===== config.mk =====
export PLATFORM = sky130hd
export DESIGN_NAME = sort_pe
export DESIGN_NICKNAME = d
export VERILOG_FILES = /design/src/rtl/sort_pe.sv
export SDC_FILE = /design/constraint.sdc
export NUM_CORES = 1
export LEC_CHECK = 0
export CORE_ASPECT_RATIO = 1.25
export CORE_MARGIN = 2
export CORE_UTILIZATION = 46
export DETAILED_ROUTE_END_ITERATION = 10
export PLACE_DENSITY_LB_ADDON = 0.1
export SYNTH_ARGS = -nofsm -noshare
export SYNTH_HDL_FRONTEND = slang
export SYNTH_SLANG_ARGS = --single-unit

===== constraint.sdc =====
create_clock -name clk -period 7.5 [get_ports clk]
set_input_delay 1.5 -clock clk [delete_from_list [all_inputs] [get_ports clk]]
set_output_delay 1.5 -clock clk [all_outputs]
set_load 0.02 [all_outputs]

===== src/rtl/sort_pe.sv =====
// sort_pe: systolic odd-even sort PE holding a signed pair (a, b) with a multi-cycle compare-and-swap (optional SORT_PE_PROTO_CHECK_EN adds sticky proto_err)
module sort_pe #(
  parameter int FIX_POINT_WIDTH = 16,
  parameter int CMP_LAT         = 6
) (
  input  logic                       clk,
  input  logic                       rst_n,
  input  logic                       load_en,
  input  logic [FIX_POINT_WIDTH-1:0] load_a,
  input  logic [FIX_POINT_WIDTH-1:0] load_b,
  input  logic                       SL,
  input  logic                       SR,
  input  logic                       RL,
  input  logic                       RR,
  input  logic                       cmp_en,
  input  logic [FIX_POINT_WIDTH-1:0] left_in,
  input  logic [FIX_POINT_WIDTH-1:0] right_in,
  output logic [FIX_POINT_WIDTH-1:0] left_out,
  output logic                       left_out_valid,
  output logic [FIX_POINT_WIDTH-1:0] right_out,
  output logic                       right_out_valid,
  output logic [FIX_POINT_WIDTH-1:0] a_out,
  output logic [FIX_POINT_WIDTH-1:0] b_out,
  output logic                       busy,
`ifdef SORT_PE_PROTO_CHECK_EN
  output logic                       proto_err,
`endif
  output logic                       cmp_done
);
  typedef enum logic [1:0] {IDLE, CMP, WRITE} state_t;
  localparam logic [3:0] LAST = 4'(CMP_LAT - 1);
  state_t state_q, state_d;
  logic [FIX_POINT_WIDTH-1:0] a_q, a_d, b_q, b_d;
  logic [3:0] cnt_q, cnt_d;
  logic busy_q, busy_d, cmp_done_q, cmp_done_d;
  logic left_out_valid_q, left_out_valid_d, right_out_valid_q, right_out_valid_d;
  logic cmp_en_q, cmp_en_d, armed_q, armed_d;
  logic start;
  // armed blocks a compare until cmp_en has been seen low after reset
  assign start = cmp_en && !cmp_en_q && armed_q;
  // next-state: load beats receive, receive (idle only) beats compare
  always_comb begin
    a_d = a_q;
    b_d = b_q;
    state_d = state_q;
    cnt_d = cnt_q;
    cmp_done_d = 1'b0;
    if (load_en) begin
      a_d = load_a;
      b_d = load_b;
      state_d = IDLE;
      cnt_d = '0;
    end else begin
      case (state_q)
        IDLE: begin
          a_d = RL ? left_in : a_q;
          b_d = RR ? right_in : b_q;
          state_d = start ? CMP : IDLE;
          cnt_d = start ? 4'd1 : cnt_q;
        end
        CMP: begin
          state_d = (cnt_q == LAST) ? WRITE : CMP;
          cnt_d = (cnt_q == LAST) ? cnt_q : cnt_q + 4'd1;
        end
        WRITE: begin
          a_d = ($signed(a_q) > $signed(b_q)) ? b_q : a_q;
          b_d = ($signed(a_q) > $signed(b_q)) ? a_q : b_q;
          cmp_done_d = 1'b1;
          state_d = IDLE;
          cnt_d = '0;
        end
        default: state_d = IDLE;
      endcase
    end
    busy_d = state_d != IDLE;
    left_out_valid_d = SL;
    right_out_valid_d = SR;
    cmp_en_d = cmp_en;
    armed_d = armed_q | ~cmp_en;
  end
  // state and datapath registers
  always_ff @(posedge clk or negedge rst_n) begin
    if (!rst_n) begin
      state_q <= IDLE;
      a_q <= '0;
      b_q <= '0;
      cnt_q <= '0;
      busy_q <= 1'b0;
      cmp_done_q <= 1'b0;
      left_out_valid_q <= 1'b0;
      right_out_valid_q <= 1'b0;
      cmp_en_q <= 1'b0;
      armed_q <= 1'b0;
    end else begin
      state_q <= state_d;
      a_q <= a_d;
      b_q <= b_d;
      cnt_q <= cnt_d;
      busy_q <= busy_d;
      cmp_done_q <= cmp_done_d;
      left_out_valid_q <= left_out_valid_d;
      right_out_valid_q <= right_out_valid_d;
      cmp_en_q <= cmp_en_d;
      armed_q <= armed_d;
    end
  end
  assign left_out = a_q;
  assign right_out = b_q;
  assign a_out = a_q;
  assign b_out = b_q;
  assign left_out_valid = left_out_valid_q;
  assign right_out_valid = right_out_valid_q;
  assign busy = busy_q;
  assign cmp_done = cmp_done_q;
`ifdef SORT_PE_PROTO_CHECK_EN
  logic proto_err_q, proto_err_d;
  // sticky flag for strobe misuse
  always_comb begin
    proto_err_d = proto_err_q | (busy_q & (RL | RR)) | (busy_q & cmp_en & ~cmp_en_q) | (SL & RL) | (SR & RR);
  end
  // proto_err register
  always_ff @(posedge clk or negedge rst_n) begin
    if (!rst_n) proto_err_q <= 1'b0;
    else proto_err_q <= proto_err_d;
  end
  assign proto_err = proto_err_q;
`endif
endmodule


## After elaboration in Yosys (flattened, before gate mapping)

Cells that the tools add are included.

- Register bits: 44
- Latch bits: 0
- RAM bits: 0
- Memory bits (read-only): 0
- Bits of input ports: 72
- Output and inout port bits: 68
- Memories kept: 0

- Add/subtract/negate cells: 1
- Multiply operators: 0
- Div/mod/pow operators: 0
- Order comparisons: 1
- Eq/ne operators: 8
- Shift-type cells: 0
- Mux-type cells: 18
- Bitwise operators: 2
- Reduce and logical (&&, ||, !) cells: 10

Operator list:

| kind | count |
|---|---|
| 16-bit 2-to-1 mux | 6 |
| 16-bit one-hot mux with 2 select lines | 2 |
| 16-bit greater-than comparator | 1 |
| 3-bit inequality test (second input constant) | 5 |
| 4-bit 2-to-1 mux | 3 |
| 4-bit one-hot mux with 3 select lines | 1 |
| 3-bit AND reduction | 3 |
| 4-bit by 1-bit adder with 4-bit output (second input constant) | 1 |
| 4-bit by 3-bit equality test with 1-bit output (second input constant) | 1 |
| 2-bit 2-to-1 mux | 2 |
| 2-bit one-hot mux with 2 select lines | 1 |
| 4-bit nonzero test | 1 |
| 1-bit 2-to-1 mux | 3 |
| 3-bit nonzero test | 1 |
| 2-bit by 1-bit equality test with 1-bit output (second input constant) | 1 |
| 2-bit equality test (second input constant) | 1 |
| 1-bit logical AND | 2 |
| 2-bit logical NOT | 1 |
| 2-bit nonzero test | 1 |
| 1-bit logical NOT | 1 |
| 1-bit NOT | 1 |
| 1-bit OR | 1 |

## Depth between registers and ports, before layout

- Word-level depth: 7
- Depth in mapped cells: 10
- Depth with buffers taken out: 9

## Least setup slack after synthesis

No wires, ideal clock.

- Kind: input port to flip-flop
- From: input port load_en
- To: register a_q[10] (netlist: a_out[10])
- Data arrival time: 2.779 ns
- Slack: 4.596 ns
- Stages: 5
- Cells stage by stage: clkbuf_1 > nor2b_1 > a211oi_4 > buf_8 > mux2_4

- Longest elaborated chain between the ends: 2

RTL lines:

| element | line | source |
|---|---|---|
| from (decl) | 8 | `input logic load_en,` |
| 3-bit inequality test (no line) or 3-bit nonzero test (tied branches) | n/a |  |
| 3-bit AND reduction (no line) | n/a |  |
| to (signal assigned) | 85 | `a_q <= '0;` |
| to (signal assigned) | 96 | `a_q <= a_d;` |
| to (decl) | 33 | `logic [FIX_POINT_WIDTH-1:0] a_q, a_d, b_q, b_d;` |

Several ways; a longest one is shown, not always the timed one.
A chain may end at the register's enable or synchronous reset.

## Worst setup path after layout

- From: input port load_en
- To: register a_q[1] (netlist: a_out[1])

Same word-level chain as after synthesis.

==> results list <==
- Portion of the post-synthesis area used by sequential elements: 35.5%
- Setup_tns: 0 ps
* Post-layout worst setup margin: 3960 ps
- The worst setup path is launched from an input port.
- Net Sw Frac: 32.9%
* Fin Clk Skew: 11.1 ps
* Critical path data arrival time: 3720 ps
- Combinational share of power: 39.9%
- The library cell used most frequently in the layout, excluding fill and tap cells, is sky130_fd_sc_hd__clkdlybuf4s50_1.
- Setup repair after global routing left no endpoint under its margin.
* Number of distinct library cell variants in the gate-level netlist after synthesis: 34
- NumNets Final: 513
- At the worst endpoint, the required time is 7680 ps.
- Clock tree synthesis found a total of 44 sinks.
* Reg power frac: 36.0%
- In this run the power spent charging and discharging nets is 0.270 mW.
- Placer Congestion: 0.741
- In this run the clock root is driven by a sky130_fd_sc_hd__clkbuf_8.
- Proportion of layout cells with a drive suffix above 1: 8.31%
- Count of warnings emitted by yosys: 0
- The clock network accounts for 24.1% of the total power.
- For flop-to-flop paths, the worst setup slack is 4190 ps.
- The internal portion of the total power is 0.550 mW.
* Min Clock Period, post-route: 3540 ps
- Worst-Margin Slew: 1100 ps
* Number of buffers inserted during clock tree synthesis: 5
- Antenna violations before repair: 0
- In this run the cell area measured after placement is 4300 um2.
- Worst vdd ir: 0.000127 V
- In this run the static leakage power is 1.90 nW.
- After detailed routing, the number of vias per cell comes to 5.05.
- Std-Cell Rows: 33
* Count of state elements after synthesis: 44
- Average detailed-routed wire length per instance: 14.5 um
- Post-synthesis cell count: 318
* DRC marker count from the first detailed-route iteration: 72
- The area growth from synthesis to layout is 42.5%.
* Count of H-tree levels built during CTS: 2
- Critical path fanouts, max: 74
- Post-synthesis net count: 411
- Result of the run: finished, final reports clean
- Final antenna-violating net count: 0
- The number of pins with negative max-slew slack in the final report came to 0.
* Maximum number of pins on one net before global-route repair: 75
* Height of the chip: 95.8 um
- Estimated wirelength of the detail-placed design: 5540 um
- Number of buffers on the longest clock path: 2
* Max-cap violation count: 0
* Post-detailed-route DRC marker count: 0
* Most frequent cells in the layout: 137 x sky130_fd_sc_hd__clkdlybuf4s50_1, 48 x sky130_fd_sc_hd__mux2i_1, 44 x sky130_fd_sc_hd__dfrtp_1
- The die covers 7430 um2.
* Post-synthesis instance area: 3100 um2
- TritonRoute pass-1 iters: 4
- At the later pin of the worst-skew pair, clock insertion delay measures 290 ps.
- Measured against its own limit, the worst slew margin works out to 26.3%.
* Power per Cell Area: 186 nW/um2
* Setup Slack @ Placement: 3590 ps
- Die width: 77.5 um
- During I/O placement, the number of pins put on the boundary was 140.
* Final clock period utilization by the worst path: 47.2%
- Among all flip-flop cells after synthesis, the most frequent one is sky130_fd_sc_hd__dfrtp_1.
* Post-CTS resize count: 0
- Hold Vio Cnt, Final: 0
* Clock tree from TritonCTS: yes
- Wire length of the first global-routing pass: 12100 um
* Clock-pin transition on the worst setup and hold timing paths: 80 ps
* Count of input and output buffers: 139
* Number of setup violations in the final report: 0
- With fillers left out, the area of the finished cells amounts to 4420 um2.
- Max Freq: 0.282 GHz
- The average instance in the mapped netlist occupies 9.76 um2.
* Final global-route overflow total: 0
- Total Routed Length: 7370 um
- The layout has 555 filler cells.
- For this configuration, the core starts out at a cell density of 47.3%.
- After floorplanning, the core was sized to cover 6570 um2.
- Number of diodes: 0
- Async SR Flop Fraction: 100%
* Total global routing track utilization: 20.3%
- For this design, the CTS-stage hold fixing added 0 buffers.
- The number of global-route vias before repair is 2620.
* Critical path capture point type: flip-flop
* Number of enable-type register cells in the synthesized netlist: 0
- Crit path kind: input port to flip-flop
* Total setup buffers inserted after CTS: 0
- Vias after detailed routing: 2563
* Tightest Hold Check Type: flip-flop to flip-flop
## final cells by class
type / instances / area, um2 / area share (%)
Clock buffer: 7 / 96.3 / 2.18
Clock inverter: 1 / 30.0 / 0.679
Inverter: 21 / 78.8 / 1.78
Multi-Input combinational cell: 207 / 1610 / 36.4
Sequential cell: 44 / 1100 / 24.9
Tap cell: 87 / 109 / 2.46
Timing Repair Buffer: 141 / 1400 / 31.6
## path summary, 6_finish.rpt
kind                        endpoint      start  cells past startpoint
min reg2reg                  armed_q    armed_q                      1
max reg2reg                 a_out[1]  b_out[15]                      9
min in group asynchronous  b_out[13]      rst_n                      1
max                         a_out[1]    load_en                      5
max in group asynchronous   b_out[1]      rst_n                      1
min                          armed_q    armed_q                      1
## synth_stat cells (6+ instances only)
cell type / instances / area [um2]
sky130_fd_sc_hd__mux2_4: 10 / 150
sky130_fd_sc_hd__buf_4: 32 / 240
sky130_fd_sc_hd__dfrtp_1: 44 / 1100
sky130_fd_sc_hd__clkbuf_1: 8 / 30.0
sky130_fd_sc_hd__a21oi_1: 26 / 130
sky130_fd_sc_hd__mux2_2: 6 / 67.6
sky130_fd_sc_hd__nand2_1: 26 / 97.6
sky130_fd_sc_hd__inv_1: 21 / 78.8
sky130_fd_sc_hd__mux2i_1: 48 / 480
sky130_fd_sc_hd__ha_1: 21 / 263
sky130_fd_sc_hd__o21ai_0: 19 / 95.1
sky130_fd_sc_hd__nor2_1: 22 / 82.6
## routing by layer
layer | global-route usage, % | vias up | share of wire [%]
li1 | - | 1270 | -
met1 | 24.1 | 1212 | 42
met2 | 37.5 | 76 | 53
met3 | 4.22 | 5 | 4.6
met4 | 5.36 | 0 | 0.99
met5 | 0 | - | 0
## power by group through the flow
stage	clock network (mW)	registers, mW	logic (mW)
CTS	0.203	0.296	0.331
detailed placement	0	0.300	0.328
floorplan	0	0.322	0.173
global placement	0	0.299	0.325
global route	0.209	0.301	0.352
finish	0.198	0.295	0.328
## metrics by stage
| step | util, % | hold WS, ps | total power, mW | instances |
|---|---|---|---|---|
| 6_report | 67.4 | 476 | 0.821 | 508 |
| 5_1_grt | 67.4 | 502 | 0.862 | 508 |
| 4_1_cts | 67.4 | 481 | 0.829 | 508 |
| 3_5_place_dp | 65.4 | 461 | 0.628 | 500 |
| 2_1_floorplan | - | 435 | 0.495 | 318 |
| 3_3_place_gp | 65.4 | 453 | 0.624 | 500 |
## cell families after synthesis
logic type / share of synthesized area, %
AO/OA/AOI/OAI: 10.6
AND/OR/NAND/NOR: 10.3
multiplexers: 22.5
adder cells (fa/ha/maj): 8.46
buffers and inverters: 12.7
flip-flops: 35.5
## registers in the layout (all words and copies together) (netlist names)
signal / cells
cnt_q: 4
armed_q: 1
cmp_done: 1
left_out_valid: 1
right_out_valid: 1
busy: 1
a_out: 16
state_q: 2
cmp_en_q: 1
b_out: 16
## critical path, stage by stage
cell and delay, ps:
sky130_fd_sc_hd__buf_2 80, sky130_fd_sc_hd__buf_4 490, sky130_fd_sc_hd__nor2b_1 240, sky130_fd_sc_hd__a211oi_4 970, sky130_fd_sc_hd__mux2_2 420
No activity file was read; power rests on OpenSTA's default activity.
